==> src/rtl/status_view_if.sv <==
// Bundle of status inputs from the appliance controller and the
// registered indicator/glyph outputs going to the front panel.
interface status_view_if #(
  parameter int NSTAGE = 8,
  parameter int SW     = $clog2(NSTAGE)
);
  logic              tick;
  logic [2:0]        state;
  logic [NSTAGE-1:0] stage_en;
  logic [SW-1:0]     active_stage;
  logic              click;
  logic              power;
  logic              set_flag;
  logic [5:0]        in_left;
  logic [5:0]        in_middle;
  logic [5:0]        in_right;
  logic [NSTAGE-1:0] stage_led;
  logic              bee_led;
  logic              set_led;
  logic              power_led;
  logic [2:0]        color_led;
  logic [5:0]        out_left;
  logic [5:0]        out_middle;
  logic [5:0]        out_right;

  modport master (
    output tick, state, stage_en, active_stage, click, power, set_flag,
           in_left, in_middle, in_right,
    input  stage_led, bee_led, set_led, power_led, color_led,
           out_left, out_middle, out_right
  );

  modport slave (
    input  tick, state, stage_en, active_stage, click, power, set_flag,
           in_left, in_middle, in_right,
    output stage_led, bee_led, set_led, power_led, color_led,
           out_left, out_middle, out_right
  );
endinterface

==> src/rtl/status_view.sv <==
// Front-panel status view: maps the controller state onto stage LEDs,
// status LEDs, colour LED, digit glyphs and a small beeper sequencer.
// Every output is a register fed from the inputs sampled on the same edge.
module status_view #(
  parameter int NSTAGE    = 8,
  parameter int SW        = $clog2(NSTAGE),
  parameter int CLICK_CYC = 4,
  parameter int FIN_BEEPS = 6
) (
  input logic          cp,
  input logic          rst_n,
  status_view_if.slave bus
);
  localparam logic [2:0] ST_SHUT  = 3'd0;
  localparam logic [2:0] ST_BEGIN = 3'd1;
  localparam logic [2:0] ST_RUN   = 3'd3;
  localparam logic [2:0] ST_ERR   = 3'd4;
  localparam logic [2:0] ST_PAUSE = 3'd5;
  localparam logic [2:0] ST_FIN   = 3'd6;

  localparam logic [5:0] G_BLANK = 6'd55;
  localparam logic [5:0] G_FIN   = 6'd56;
  localparam logic [5:0] G_PAUSE = 6'd57;
  localparam logic [5:0] G_ERR   = 6'd58;
  localparam logic [5:0] G_BEG_L = 6'd59;
  localparam logic [5:0] G_BEG_M = 6'd60;
  localparam logic [5:0] G_BEG_R = 6'd61;

  localparam logic [7:0] CLICK_LOAD = 8'(CLICK_CYC - 1);
  localparam logic [7:0] FIN_LOAD   = 8'(FIN_BEEPS);

  typedef enum logic [1:0] {B_IDLE, B_CLICK, B_FIN, B_DONE} bstate_t;

  bstate_t           bstate, bstate_nx;
  logic [7:0]        cnt, cnt_nx;
  logic              bee_nx;
  logic [2:0]        st, prev_st;
  logic              fin_entry;
  logic              blink, blink_nx;
  logic [2:0]        color, color_nx;
  logic [NSTAGE-1:0] stage, stage_nx;
  logic              bee, set_r, set_nx, pwr;
  logic [5:0]        left, middle, right;
  logic [5:0]        left_nx, middle_nx, right_nx;

  assign bus.stage_led  = stage;
  assign bus.bee_led    = bee;
  assign bus.set_led    = set_r;
  assign bus.power_led  = pwr;
  assign bus.color_led  = color;
  assign bus.out_left   = left;
  assign bus.out_middle = middle;
  assign bus.out_right  = right;

  // Normalise the state code (7 aliases shutDown) and detect finish entry.
  always_comb begin
    st        = (bus.state == 3'd7) ? ST_SHUT : bus.state;
    fin_entry = (st == ST_FIN) && (prev_st != ST_FIN);
  end

  // Blink phase and colour LED follow the newly sampled state and tick.
  always_comb begin
    blink_nx = 1'b0;
    if (st == ST_RUN || st == ST_FIN)
      blink_nx = blink ^ bus.tick;
    color_nx = color;
    if (bus.tick && st != ST_PAUSE) begin
      if (st == ST_RUN)
        color_nx = color + 3'd1;
      else if (st == ST_ERR)
        color_nx = 3'b100;
      else
        color_nx = 3'd0;
    end
  end

  // Stage LEDs, set LED and glyph selection per state.
  always_comb begin
    stage_nx  = bus.stage_en;
    set_nx    = bus.set_flag;
    left_nx   = bus.in_left;
    middle_nx = bus.in_middle;
    right_nx  = bus.in_right;
    case (st)
      ST_SHUT: begin
        stage_nx  = '0;
        set_nx    = 1'b0;
        left_nx   = G_BLANK;
        middle_nx = G_BLANK;
        right_nx  = G_BLANK;
      end
      ST_BEGIN: begin
        stage_nx  = '1;
        set_nx    = 1'b1;
        left_nx   = G_BEG_L;
        middle_nx = G_BEG_M;
        right_nx  = G_BEG_R;
      end
      ST_FIN: begin
        stage_nx  = '1;
        set_nx    = 1'b1;
        left_nx   = G_FIN;
        middle_nx = G_FIN;
        right_nx  = G_FIN;
      end
      ST_PAUSE: middle_nx = G_PAUSE;
      ST_ERR:   middle_nx = G_ERR;
      ST_RUN: begin
        // An out-of-range index matches no bit, so nothing blinks.
        for (int i = 0; i < NSTAGE; i++)
          if (bus.active_stage == SW'(i))
            stage_nx[i] = blink_nx;
      end
      default: ;
    endcase
  end

  // Beeper FSM state register.
  always_ff @(posedge cp) begin
    if (!rst_n) begin
      bstate <= B_IDLE;
      cnt    <= 8'd0;
    end else begin
      bstate <= bstate_nx;
      cnt    <= cnt_nx;
    end
  end

  // Beeper FSM next-state: finish entry outranks clicks; leaving finish idles.
  always_comb begin
    bstate_nx = bstate;
    cnt_nx    = cnt;
    case (bstate)
      B_IDLE: begin
        if (fin_entry) begin
          bstate_nx = B_FIN;
          cnt_nx    = FIN_LOAD;
        end else if (bus.click) begin
          bstate_nx = B_CLICK;
          cnt_nx    = CLICK_LOAD;
        end
      end
      B_CLICK: begin
        if (fin_entry) begin
          bstate_nx = B_FIN;
          cnt_nx    = FIN_LOAD;
        end else if (bus.click) begin
          cnt_nx = CLICK_LOAD;
        end else if (cnt == 8'd0) begin
          bstate_nx = B_IDLE;
        end else begin
          cnt_nx = cnt - 8'd1;
        end
      end
      B_FIN: begin
        if (st != ST_FIN) begin
          bstate_nx = B_IDLE;
          cnt_nx    = 8'd0;
        end else if (bus.tick) begin
          if (cnt <= 8'd1) begin
            bstate_nx = B_DONE;
            cnt_nx    = 8'd0;
          end else begin
            cnt_nx = cnt - 8'd1;
          end
        end
      end
      B_DONE: begin
        if (st != ST_FIN)
          bstate_nx = B_IDLE;
      end
      default: bstate_nx = B_IDLE;
    endcase
  end

  // Beeper FSM output: steady during a click, follows blink during finish.
  always_comb begin
    bee_nx = (bstate_nx == B_CLICK) || ((bstate_nx == B_FIN) && blink_nx);
  end

  // Output and bookkeeping registers.
  always_ff @(posedge cp) begin
    if (!rst_n) begin
      prev_st <= ST_SHUT;
      blink   <= 1'b0;
      color   <= 3'd0;
      stage   <= '0;
      bee     <= 1'b0;
      set_r   <= 1'b0;
      pwr     <= 1'b0;
      left    <= G_BLANK;
      middle  <= G_BLANK;
      right   <= G_BLANK;
    end else begin
      prev_st <= st;
      blink   <= blink_nx;
      color   <= color_nx;
      stage   <= stage_nx;
      bee     <= bee_nx;
      set_r   <= set_nx;
      pwr     <= bus.power;
      left    <= left_nx;
      middle  <= middle_nx;
      right   <= right_nx;
    end
  end
endmodule

==> src/flat_wrapper.sv <==
// flat-port wrapper written by rule: the top's interface ports become plain ports
module status_view_flat 
#(
  parameter int NSTAGE    = 8,
  parameter int SW        = $clog2(NSTAGE),
  parameter int CLICK_CYC = 4,
  parameter int FIN_BEEPS = 6
)
  (cp, rst_n, bus_tick, bus_state, bus_stage_en, bus_active_stage, bus_click, bus_power, bus_set_flag, bus_in_left, bus_in_middle, bus_in_right, bus_stage_led, bus_bee_led, bus_set_led, bus_power_led, bus_color_led, bus_out_left, bus_out_middle, bus_out_right);
  status_view_if #(.NSTAGE(NSTAGE), .SW(SW)) bus_i ();
  input logic cp;
  input logic rst_n;
  input wire logic [$bits(bus_i.tick)-1:0] bus_tick;
  input wire logic [$bits(bus_i.state)-1:0] bus_state;
  input wire logic [$bits(bus_i.stage_en)-1:0] bus_stage_en;
  input wire logic [$bits(bus_i.active_stage)-1:0] bus_active_stage;
  input wire logic [$bits(bus_i.click)-1:0] bus_click;
  input wire logic [$bits(bus_i.power)-1:0] bus_power;
  input wire logic [$bits(bus_i.set_flag)-1:0] bus_set_flag;
  input wire logic [$bits(bus_i.in_left)-1:0] bus_in_left;
  input wire logic [$bits(bus_i.in_middle)-1:0] bus_in_middle;
  input wire logic [$bits(bus_i.in_right)-1:0] bus_in_right;
  output wire logic [$bits(bus_i.stage_led)-1:0] bus_stage_led;
  output wire logic [$bits(bus_i.bee_led)-1:0] bus_bee_led;
  output wire logic [$bits(bus_i.set_led)-1:0] bus_set_led;
  output wire logic [$bits(bus_i.power_led)-1:0] bus_power_led;
  output wire logic [$bits(bus_i.color_led)-1:0] bus_color_led;
  output wire logic [$bits(bus_i.out_left)-1:0] bus_out_left;
  output wire logic [$bits(bus_i.out_middle)-1:0] bus_out_middle;
  output wire logic [$bits(bus_i.out_right)-1:0] bus_out_right;
  assign bus_i.tick = bus_tick;
  assign bus_i.state = bus_state;
  assign bus_i.stage_en = bus_stage_en;
  assign bus_i.active_stage = bus_active_stage;
  assign bus_i.click = bus_click;
  assign bus_i.power = bus_power;
  assign bus_i.set_flag = bus_set_flag;
  assign bus_i.in_left = bus_in_left;
  assign bus_i.in_middle = bus_in_middle;
  assign bus_i.in_right = bus_in_right;
  assign bus_stage_led = bus_i.stage_led;
  assign bus_bee_led = bus_i.bee_led;
  assign bus_set_led = bus_i.set_led;
  assign bus_power_led = bus_i.power_led;
  assign bus_color_led = bus_i.color_led;
  assign bus_out_left = bus_i.out_left;
  assign bus_out_middle = bus_i.out_middle;
  assign bus_out_right = bus_i.out_right;
  status_view #(.NSTAGE(NSTAGE), .SW(SW), .CLICK_CYC(CLICK_CYC), .FIN_BEEPS(FIN_BEEPS)) u_core (.cp(cp), .rst_n(rst_n), .bus(bus_i));
endmodule
==> config.mk <==
export PLATFORM = sky130hd
export DESIGN_NAME = status_view_flat
export DESIGN_NICKNAME = d
export VERILOG_FILES = /design/src/rtl/status_view_if.sv /design/src/rtl/status_view.sv /design/src/flat_wrapper.sv
export SDC_FILE = /design/constraint.sdc
export NUM_CORES = 1
export LEC_CHECK = 0
export CAP_MARGIN = 5
export CORE_ASPECT_RATIO = 1.1
export CORE_MARGIN = 4
export CORE_UTILIZATION = 48
export CTS_CLUSTER_SIZE = 20
export DETAILED_ROUTE_END_ITERATION = 6
export GPL_TIMING_DRIVEN = 0
export PLACE_DENSITY = 0.78
export SLEW_MARGIN = 30
export SYNTH_ARGS = -nofsm -noshare
export SYNTH_HDL_FRONTEND = slang
export SYNTH_SLANG_ARGS = --single-unit
==> constraint.sdc <==
create_clock -name cp -period 2.4 [get_ports cp]
set_input_delay 0.72 -clock cp [delete_from_list [all_inputs] [get_ports cp]]
set_output_delay 0.72 -clock cp [all_outputs]
set_load 0.01 [all_outputs]
### Word-level counts from Yosys, hierarchy flattened

Cells that the tools add are included.

| word-level totals | value |
|---|---|
| latch bits | 0 |
| logic and storage cells | 88 |
| memory bits (read-only) | 0 |
| output and inout port bits | 32 |
| memories kept | 0 |
| RAM bits | 0 |
| register bits | 46 |

| operators by class | value |
|---|---|
| $mul | 0 |
| muxes and demuxes | 36 |
| div/mod/pow operators | 0 |
| bitwise operators | 1 |
| eq/ne operators | 24 |
| shifts and indexed selects | 0 |
| $lt $le $gt $ge | 1 |
| add/sub/neg operators | 2 |
| reductions and logical operators | 12 |

Operator list:

| operator | count |
|---|---|
| $mux 8 | 8 |
| $pmux 8 s3 | 2 |
| $pmux 6 s3 | 2 |
| $pmux 6 s5 | 1 |
| $eq 3x3->1 const B | 8 |
| $mux 2 | 9 |
| $eq 3x2->1 const B | 3 |
| $mux 1 | 9 |
| $mux 3 | 3 |
| $ne 3x3->1 const B | 3 |
| $le 8x1->1 const B | 1 |
| $logic_not 8->1 | 1 |
| $pmux 2 s4 | 1 |
| $sub 8x1->8 const B | 1 |
| $eq 2x2->1 const B | 3 |
| $eq 3x1->1 const B | 2 |
| $logic_not 3->1 | 2 |
| $ne 3x2->1 const B | 2 |
| $eq 2x1->1 const B | 2 |
| $ne 4x3->1 const B | 1 |
| $reduce_and 4->1 | 1 |
| $add 3x1->3 const B | 1 |
| $logic_and 1x1->1 | 3 |
| $reduce_bool 3->1 | 1 |
| other kinds (5) | 6 |

### Logic depth before layout (Yosys ltp)

Gate-level depths: netlist (run 1).

| depth | value |
|---|---|
| depth in word-level cells | 9 |
| mapped depth | 7 |

### Worst setup path before layout (run 1)

OpenSTA, ideal clock, no wires.

| path | value |
|---|---|
| path type | input -> register |
| start | in bus_state[1] |
| end | reg u_core.bee, in the netlist u_core.bus.bee_led |
| path buffers | 1 |
| setup time | 0.121 ns |
| slack | 0.336 ns |
| data required time | 2.279 ns |
| cell stages on the path | 6 |
| arrival time | 1.943 ns |
| cells stage by stage | buf_4 > nor2b_1 > a41oi_1 > o221ai_1 > a22oi_1 > mux2_2 |

| between the ends | value |
|---|---|
| longest elaborated chain between the ends | 9 |
| elaborated cells between the ends (all ways) | 17 |
| those cells by class | eq/ne: 6; mux: 7; reduce/logical: 4 |

RTL lines:

| what | RTL line | RTL |
|---|---|---|
| from (decl) | flat_wrapper.sv:14 | `input wire logic [$bits(bus_i.state)-1:0] bus_state;` |
| $eq 3x3->1 | status_view.sv:57 | `st = (bus.state == 3'd7) ? ST_SHUT : bus.state;` |
| $mux 3 (*) | status_view.sv:57 |  |
| $eq 3x3->1 | status_view.sv:58, status_view.sv:64 |  |
| $logic_and 1x1->1 | status_view.sv:58 | `fin_entry = (st == ST_FIN) && (prev_st != ST_FIN);` |
| $mux 2 (on tied branches) | status_view.sv:144, status_view.sv:135 |  |
| $pmux 2 s4 | status_view.sv:133 | `case (bstate)` |
| $eq 2x2->1 | status_view.sv:178 | `bee_nx = (bstate_nx == B_CLICK) \|\| ((bstate_nx == B_FIN) && blink_nx);` |
| $logic_and 1x1->1 | status_view.sv:178 |  |
| $logic_or 1x1->1 (*) | status_view.sv:178 |  |
| to (signal assigned) | status_view.sv:199 | `bee <= bee_nx;` |
| to (decl) | status_view.sv:42 | `logic bee, set_r, set_nx, pwr;` |

Mark *: on every way between the ends. The rest lies on a longest branch, timed or not.
A chain may end at the register's enable or synchronous reset.

### Worst setup path in the final report (run 1)

| path | value |
|---|---|
| start | in bus_state[2] |
| end | reg u_core.cnt[3] |

| between the ends | value |
|---|---|
| longest elaborated chain between the ends | 6 |
| elaborated cells between the ends (all ways) | 13 |
| those cells by class | eq/ne: 6; mux: 5; reduce/logical: 2 |

RTL lines:

| what | RTL line | RTL |
|---|---|---|
| $eq 3x3->1 | status_view.sv:57 |  |
| $mux 3 (*) | status_view.sv:57 |  |
| $eq 3x3->1 | status_view.sv:58 |  |
| $logic_and 1x1->1 | status_view.sv:58 |  |
| $ne 4x3->1 (no source line), or another cell as far along | -- |  |
| $reduce_and 4->1 (no source line) or $pmux 8 s3 (tied branches) | -- |  |
| to (signal assigned) | status_view.sv:125 | `cnt <= cnt_nx;` |
| to (decl) | status_view.sv:35 | `logic [7:0] cnt, cnt_nx;` |

Marked as above.

==> impl_metrics.json, run 1 <==
{
  "status": "finished, final reports clean",
  "met3_length_um": 443,
  "m1WireLength_mm": 2.95,
  "yosysUniqueCellTypes": 59,
  "fin_crit_sh_pct": 95.7,
  "synthFlopType": "dfxtp_1",
  "yosys.cell_count.top_type": "dfxtp_1",
  "place_congestion": 0.834,
  "reg2reg_to": "u_core.bus.bee_led",
  "peakVddDrop_v": 0.000320,
  "htree_levels": 2,
  "syn_to_final_growth_pct": 35.2,
  "dr_wl_met2_mm": 3.28,
  "fillers": 420,
  "r2r-start": "u_core.bstate[0]",
  "switching_share_pct": 29.4,
  "power_frac_clock_pct": 32.0,
  "cp_slowest_cell": "clkdlybuf4s50_1",
  "critPathMaxStageDelay_ns": 0.57,
  "maxSlewViolCount": 0,
  "path_clk_slew_ns": 0.09,
  "wl_per_cell_um": 15.8,
  "cts_sinks": 46,
  "worst_slack_ns": 0.103,
  "comb_power_share_pct": 27.9,
  "finClkSkew_ns": 0.00358,
  "post-cts-setup-buffers": 0,
  "io_pins": 70,
  "min-delay-start": "u_core.cnt[3]",
  "worstMarginPinSlew_ns": 0.525,
  "synth-edff-count": 0,
  "postCtsHoldBufs": 0,
  "p_int_mw": 1.53,
  "cts_tree": "yes",
  "leakagePower_nw": 1.35,
  "synthArstFlopShare_pct": 0,
  "dieArea_um2": 6520,
  "hold_violations": 0,
  "final_layout_size_suffix_gt1_share_pct": 9.81,
  "grt_pass1_wl_mm": 11.4,
  "cp.required_ns": 2.64,
  "powerDensity_nw_per_um2": 630,
  "cts_root_buffer": "clkbuf_8",
  "final_nets": 423,
  "pre_cts_slack_ns": -0.343,
  "holdPathEnd": "u_core.cnt[3]",
  "hp-class": "reg2reg",
  "track_usage_pct": 21.2,
  "rrSetupSlack_ns": 0.28,
  "fp-row-count": 27,
  "critical_path.cell_chain": "clkdlybuf4s50_1, nand3b_1, o21ai_4, o21ai_2, or4_4, a21oi_2",
  "criticalPathCategory": "in2reg",
  "first_pass_iters": 4,
  "worst-path-stages": 6,
  "whs_path_depth": 2,
  "diodes": 0,
  "end_kind": "flip-flop",
  "seq_area_frac_synth_pct": 36.3,
  "post-route-drc-count": 0,
  "seq_power_share_pct": 40.1,
  "critical_path_buf_inv_count": 1,
  "drt-total-wl_mm": 6.85,
  "synth_top_cells_by_area": "dfxtp_1 36%, nand2_1 5.5%, o21ai_0 4.9%",
  "postRouteAntennaNets": 0,
  "grt_antenna_before_repair": 0,
  "critPathMaxFanout": 6,
  "gr-total-overflow": 0,
  "hpwl_mm": 5.07,
  "rr_worst_depth": 7,
  "register_area_um2": 921,
  "grt_setup_unrepaired": "false",
  "fmax_mhz": 435,
  "grt_start_max_net_pins": 16,
  "cts_buffers": 5,
  "yosysWarnings": 0,
  "vias": 2550,
  "start_util_pct": 50.1,
  "cp_top_family": "simple AND/OR/NAND/NOR gates",
  "synth-seq-cells": 46,
  "power_switching_mw": 0.636,
  "final.setup.tns_ns": 0,
  "netlist_area_um2": 2540,
  "synth_top_area_share_pct": 36.3,
  "routed.top_layer": "met4",
  "io_buffers": 65,
  "coreArea_um2": 5070,
  "vias_per_cell": 5.86,
  "grt_pass1_vias": 2481,
  "clk_latency_ns": 0.30,
  "fp.dieH_um": 84.3,
  "avgSynthCellArea_um2": 8.36,
  "syn-num-nets": 351,
  "multi_input_area_um2": 1520,
  "worstPathArrival_ns": 2.54,
  "synth_common_cells": "46 x dfxtp_1, 37 x nand2_1, 25 x o21ai_0, 23 x nor2_1, 12 x inv_1",
  "synthCells": 304,
  "final-setup-viol-count": 0,
  "maxCapViolCount": 0,
  "die_w_um": 77.4,
  "drt_iter0_markers": 114,
  "critPathLaunchType": "primary input",
  "cts_buffer_depth": 2,
  "fin_crit_ns": 2.30,
  "relSlewSlack_pct": 65.0,
  "synth_top_cell_by_area": "dfxtp_1"
}
tightest hold or removal path, cell delays in order (launching register included):
cell and delay, ns:
dfxtp_1 0.36, o31ai_1 0.09, a21oi_2 0.05
power by group through the flow:
stage / registers [mW] / clock network, mW / logic [mW]
5_1_grt: 0.876 / 0.737 / 0.666
3_5_place_dp: 0.885 / 0 / 0.588
4_1_cts: 0.868 / 0.705 / 0.591
3_3_place_gp: 0.883 / 0 / 0.577
2_1_floorplan: 0.894 / 0 / 0.357
6_report: 0.868 / 0.692 / 0.603
cells by family (layout without fill, tap and decap cells):
logic type | Yosys count | count (layout) | synth area share (%)
mux | 4 | 4 | 1.72
compound gates | 98 | 98 | 28.1
xor+xnor | 6 | 6 | 2.07
flops | 46 | 46 | 36.3
fa+ha+maj | 9 | 9 | 4.43
simple gates | 109 | 109 | 22.3
buf+inv | 32 | 105 | 5.07
placed cells by master (no fill, tap or decap), types with 6 or more instances in the layout:
master	instances
clkdlybuf4s50_1	64
dfxtp_1	46
nand2_1	37
o21ai_0	25
nor2_1	23
inv_1	12
a211oi_1	10
nor2b_1	10
clkbuf_1	9
ha_1	9
a21oi_1	6
a221oi_1	6
sequential cells by signal, summed over array words and instances (netlist names):
name	flops
u_core.bus.out_middle	6
u_core.cnt	8
u_core.blink	1
u_core.bus.bee_led	1
u_core.bus.out_right	6
u_core.bstate	2
u_core.bus.set_led	1
u_core.bus.color_led	3
u_core.bus.power_led	1
u_core.bus.out_left	6
u_core.bus.stage_led	8
u_core.prev_st	3
how the worst max path moves through the flow:
stage / startpoint / endpoint / slack, ns
2_1_floorplan: bus_state[1] / u_core.bus.bee_led / 0.34
3_3_place_gp: bus_state[2] / u_core.bus.out_middle[2] / -0.32
3_5_place_dp: bus_state[2] / u_core.bus.out_middle[2] / -0.34
4_1_cts: bus_state[0] / u_core.cnt[3] / 0.04
5_1_grt: bus_state[2] / u_core.bus.stage_led[1] / 0.002
6_report: bus_state[2] / u_core.cnt[3] / 0.10
layer usage:
layer / global-route usage [%] / vias to the layer above
met5: 0 / -
met3: 5.36 / 19
met4: 8.58 / 0
li1: - / 1252
met1: 24.8 / 1187
met2: 36.8 / 92
layout make-up:
class | instances | area share (%)
well taps | 58 | 2.11
inverters | 12 | 1.31
repair buffers | 65 | 19.0
clock buffers | 5 | 2.00
flip-flops and latches | 46 | 26.8
plain buffers | 20 | 2.55
multi-input cells | 226 | 44.2
clock inverters | 3 | 2.00
metrics by stage:
step	instance area, um^2	instances	hold WS [ns]	util [%]	power (mW)
after CTS	3400	435	0.535	67.1	2.16
after floorplan	2540	304	0.491	-	1.25
final	3430	435	0.537	67.8	2.16
after global routing	3430	435	0.551	67.8	2.28
after detailed placement	3260	427	0.524	64.4	1.47
after global placement	3260	427	0.517	64.4	1.46
timing repair:
item | CTS | global route
resized for setup | 1 | 9
setup endpoints to repair | 1 | 16
endpoints found under the hold margin | 0 | 0
cloned | 0 | 0
(Power assumes the default switching activity.)
==> inputs of run 2 (changes only) <==
- CORE_UTILIZATION: 48 -> 52
- PLACE_DENSITY: 0.78 -> 0.84
- SLEW_MARGIN: 30 -> default
- TNS_END_PERCENT: default -> 30
- clock period: 2.4 -> 2.9 ns (I/O delays scaled with it)
==> run 2 against run 1 <==
  * Sequential cell count stayed put
  * Design area is 1.9% lower
  * Sequential power is 17% lower
  * Routed wire length is 0.50% higher
  * Cell count is 0.46% lower
  * Global-route usage is 2.5 points higher
  * Utilization is 4.1 points higher
  * Worst setup slack better by 0.24 ns
  * Hold slack worse by 0.0016 ns
  * Clock skew is 0.0014 ns lower
  * Via count is 1.9% higher
  * Sequential share of layout area is 0.53 points higher
  * Largest power group unchanged
==> impl_metrics.json, run 2 (synthesis gave the netlist of run 1 again) <==
{
  "wl_per_cell_um": 15.9,
  "postRouteAntennaNets": 0,
  "cts_tree": "yes",
  "fmax_mhz": 392,
  "register_area_um2": 921,
  "coreArea_um2": 4680,
  "critPathLaunchType": "primary input",
  "syn_to_final_growth_pct": 32.6,
  "powerDensity_nw_per_um2": 502,
  "place_area_um2": 3260,
  "final_nets": 423,
  "cts_resized": 0,
  "track_usage_pct": 23.7,
  "critPathMaxFanout": 10,
  "dieArea_um2": 6070,
  "final_layout_size_suffix_gt1_share_pct": 7.69,
  "multi_input_area_um2": 1490,
  "vias": 2598,
  "leakagePower_nw": 1.31,
  "post-route-drc-count": 0,
  "hpwl_mm": 5.08,
  "fin_crit_ns": 2.55,
  "cp_slowest_cell": "clkdlybuf4s50_1",
  "start_util_pct": 54.2,
  "grt_start_max_net_pins": 14,
  "gr-total-overflow": 0,
  "critical_path.cell_chain": "clkdlybuf4s50_1, buf_2, buf_1, buf_1, nand2_1, o21ai_0, nand2_1",
  "final.setup.tns_ns": 0,
  "grt_setup_unrepaired": "false",
  "path_clk_slew_ns": 0.08,
  "relSlewSlack_pct": 52.5,
  "postCtsHoldBufs": 0,
  "layout_common_cells": "65 x clkdlybuf4s50_1, 46 x dfxtp_1, 37 x nand2_1, 25 x o21ai_0, 23 x nor2_1",
  "io_buffers": 65,
  "drt_iter0_markers": 222,
  "fin_area_um2": 3370,
  "final-setup-viol-count": 0,
  "diodes": 0,
  "grt_antenna_before_repair": 0,
  "cts_root_buffer": "clkbuf_8",
  "criticalPathCategory": "in2reg",
  "place_congestion": 0.852,
  "clk_latency_ns": 0.30,
  "critical_path_buf_inv_count": 4,
  "htree_levels": 2,
  "first_pass_iters": 6,
  "fp-row-count": 26,
  "maxSlewViolCount": 0,
  "dp.cells": 425,
  "status": "finished, final reports clean",
  "layout_commonest_cell": "clkdlybuf4s50_1",
  "end_kind": "flip-flop",
  "worstMarginPinSlew_ns": 0.710,
  "grt_pass1_wl_mm": 11.2,
  "fin_crit_sh_pct": 88.0,
  "cts_buffer_depth": 2,
  "drt-total-wl_mm": 6.89,
  "fp.dieH_um": 81.3,
  "hp-class": "reg2reg",
  "vias_per_cell": 6.00,
  "stdcell_count": 433,
  "post-cts-setup-buffers": 0,
  "cts_sinks": 46,
  "worstPathArrival_ns": 2.73,
  "cts_buffers": 5,
  "die_w_um": 74.6,
  "cp.required_ns": 3.08,
  "finClkSkew_ns": 0.00217,
  "grt_pass1_vias": 2502,
  "fillers": 372,
  "maxCapViolCount": 0,
  "hold_violations": 0,
  "critPathMaxStageDelay_ns": 0.57,
  "io_pins": 70,
  "cp_top_family": "buffers and inverters",
  "peakVddDrop_v": 0.000340
}
[run 2: cell types whose count changed in the layout (fill, tap and decap cells not counted), sizes merged]
cell	delta
dlymetal6s2s	-1
clkinv	-1
clkbuf	+2
bufinv	-1
clkdlybuf4s50	+1
[run 2: final timing paths]
check / startpoint / to / slack (ns) / cells past startpoint
hold reg to reg: u_core.cnt[5] / u_core.cnt[5] / 0.54 / 2
hold / removal: u_core.cnt[5] / u_core.cnt[5] / 0.54 / 2
setup / recovery: bus_state[2] / u_core.bus.out_middle[2] / 0.35 / 7
setup reg to reg: u_core.bstate[0] / u_core.bus.bee_led / 0.64 / 7
[run 2: per-layer routing]
layer | global-route usage [%] | vias up | part of all wire (%)
met5 | 0 | - | 0
met2 | 39.6 | 94 | 50
met1 | 29.0 | 1238 | 42
li1 | - | 1248 | -
met3 | 4.70 | 18 | 5.8
met4 | 10.3 | 0 | 2.4
[run 2: worst register-to-register path, stage by stage (launching register included)]
cell and delay (ns):
dfxtp_1 0.45, inv_1 0.14, ha_1 0.25, or2_1 0.24, a41oi_1 0.28, o221ai_1 0.17, a22oi_1 0.27, mux2_2 0.36
[run 2: final cells by class]
cell class                 instances  area share, %
buffer                            20           2.49
clock buffer                       7           2.27
clock inverter                     1          0.892
inverter                          12           1.34
multi-input combinational        226           44.3
sequential                        46           27.4
tap                               56           2.08
timing repair buffer              65           19.3
[run 2: power breakdown]
group          switching, mW  internal (mW)
registers             0.0372          0.682
clock network          0.218          0.258
logic                  0.261          0.233
total                  0.516           1.17
[run 2: metrics by stage]
step,power [mW],setup slack [ns],hold slack [ns],utilization [%]
global placement,1.20,0.0529,0.514,69.6
global route,1.78,0.210,0.553,71.9
CTS,1.69,0.381,0.543,71.9
floorplan,1.04,0.686,0.491,-
finish,1.69,0.347,0.536,71.9
detailed placement,1.22,0.0715,0.524,69.6
==> inputs of run 3 (changes only) <==
- CORE_UTILIZATION: 52 -> 45
- PLACE_DENSITY: 0.84 -> 0.74
==> run 3 against run 2 <==
  * Utilization decreased by 10 points
  * Design area decreased by 0.19%
  * First-iteration DRC count decreased by 42%
  * Sequential share of layout area increased by 0.051 points
  * Highest routed layer unchanged
==> impl_metrics.json, run 3 (synthesis gave the netlist of run 1 again) <==
{
  "status": "finished, final reports clean",
  "coreArea_um2": 5430,
  "place_area_um2": 3280,
  "fp-row-count": 28,
  "comb_power_share_pct": 31.2,
  "vias_per_cell": 5.61,
  "register_area_um2": 921,
  "critPathLaunchType": "primary input",
  "cp.required_ns": 3.06,
  "peakVddDrop_v": 0.000313,
  "fin_area_um2": 3360,
  "vias": 2530,
  "criticalPathCategory": "in2reg",
  "power_frac_clock_pct": 23.3,
  "hp-class": "reg2reg",
  "fillers": 506,
  "io_buffers": 65,
  "seq_power_share_pct": 45.5,
  "cts_buffers": 5,
  "fin_crit_ns": 2.62,
  "postRouteAntennaNets": 0,
  "fin_crit_sh_pct": 90.3,
  "fmax_mhz": 382,
  "start_util_pct": 46.8,
  "end_kind": "flip-flop",
  "maxSlewViolCount": 0,
  "powerDensity_nw_per_um2": 468,
  "cts_root_buffer": "clkbuf_8",
  "maxCapViolCount": 0,
  "path_clk_slew_ns": 0.08,
  "holdWs_ns": 0.531,
  "worstPathArrival_ns": 2.78,
  "post-route-drc-count": 0,
  "finalPower_mw": 1.57,
  "worstMarginPinSlew_ns": 0.772,
  "track_usage_pct": 20.2,
  "layout_common_cells": "65 x clkdlybuf4s50_1, 46 x dfxtp_1, 37 x nand2_1, 25 x o21ai_0, 23 x nor2_1",
  "hpwl_mm": 5.01,
  "die_w_um": 79.6,
  "gr-total-overflow": 0,
  "wl_per_cell_um": 15.0,
  "finClkSkew_ns": 0.00360,
  "cts_resized": 0,
  "grt_pass1_vias": 2345,
  "clk_latency_ns": 0.29,
  "htree_levels": 2,
  "final.setup.tns_ns": 0,
  "cts_buffer_depth": 2,
  "grt_setup_unrepaired": "false",
  "multi_input_area_um2": 1490,
  "pre_cts_slack_ns": 0.0181,
  "layout_commonest_cell": "clkdlybuf4s50_1",
  "final_layout_size_suffix_gt1_share_pct": 7.45,
  "place_congestion": 0.869,
  "final-setup-viol-count": 0,
  "first_pass_iters": 4,
  "stdcell_count": 451,
  "final_nets": 423,
  "drt-total-wl_mm": 6.75,
  "worst_slack_ns": 0.281,
  "drt_iter0_markers": 128,
  "relSlewSlack_pct": 48.3,
  "cts_tree": "yes",
  "io_pins": 70,
  "dp.cells": 444,
  "fin_util_pct": 61.9,
  "hold_violations": 0,
  "leakagePower_nw": 1.30,
  "switching_share_pct": 31.3,
  "fp.dieH_um": 86.8,
  "cts_sinks": 46,
  "p_int_mw": 1.08,
  "grt_pass1_wl_mm": 11.2,
  "diodes": 0,
  "postCtsHoldBufs": 0,
  "grt_antenna_before_repair": 0,
  "dieArea_um2": 6910,
  "post-cts-setup-buffers": 0,
  "critPathMaxFanout": 10,
  "syn_to_final_growth_pct": 32.3,
  "power_switching_mw": 0.493,
  "grt_start_max_net_pins": 13
}
-- run 3: layout make-up --
type	count	area share, %
plain buffers	20	2.49
multi-input cells	226	44.3
well taps	75	2.79
clock buffers	7	2.27
repair buffers	65	19.4
flip-flops and latches	46	27.4
inverters	12	1.34
-- run 3: power by group through the flow --
| stage | clock network (mW) | registers (mW) | logic (mW) |
|---|---|---|---|
| final | 0.366 | 0.716 | 0.491 |
| after global routing | 0.402 | 0.723 | 0.546 |
| after CTS | 0.380 | 0.717 | 0.489 |
| after detailed placement | 0 | 0.731 | 0.486 |
| after global placement | 0 | 0.730 | 0.479 |
| after floorplan | 0 | 0.740 | 0.296 |
-- run 3: worst max-delay path: stages --
cell             delay, ns
clkdlybuf4s50_1       0.58
buf_2                 0.27
buf_1                 0.37
buf_1                 0.45
nand2_1               0.08
o21ai_0               0.09
nand2_1               0.07
-- run 3: final timing paths --
path                     from                        to  slack (ns)  cells past startpoint
min             u_core.cnt[5]             u_core.cnt[5]        0.53                      2
min reg2reg     u_core.cnt[5]             u_core.cnt[5]        0.53                      2
max reg2reg  u_core.bstate[0]        u_core.bus.bee_led        0.65                      7
max              bus_state[2]  u_core.bus.out_middle[2]        0.28                      7
-- run 3: per-layer routing --
| metal | up-vias | part of all wire, % | wire length, um | track usage, % |
|---|---|---|---|---|
| met1 | 1189 | 44 | 2960 | 25.4 |
| met5 | - | 0 | 0 | 0 |
| met4 | 0 | 1.7 | 114 | 7.50 |
| met3 | 11 | 5.3 | 360 | 3.95 |
| met2 | 79 | 49 | 3320 | 34.2 |
| li1 | 1251 | - | - | - |
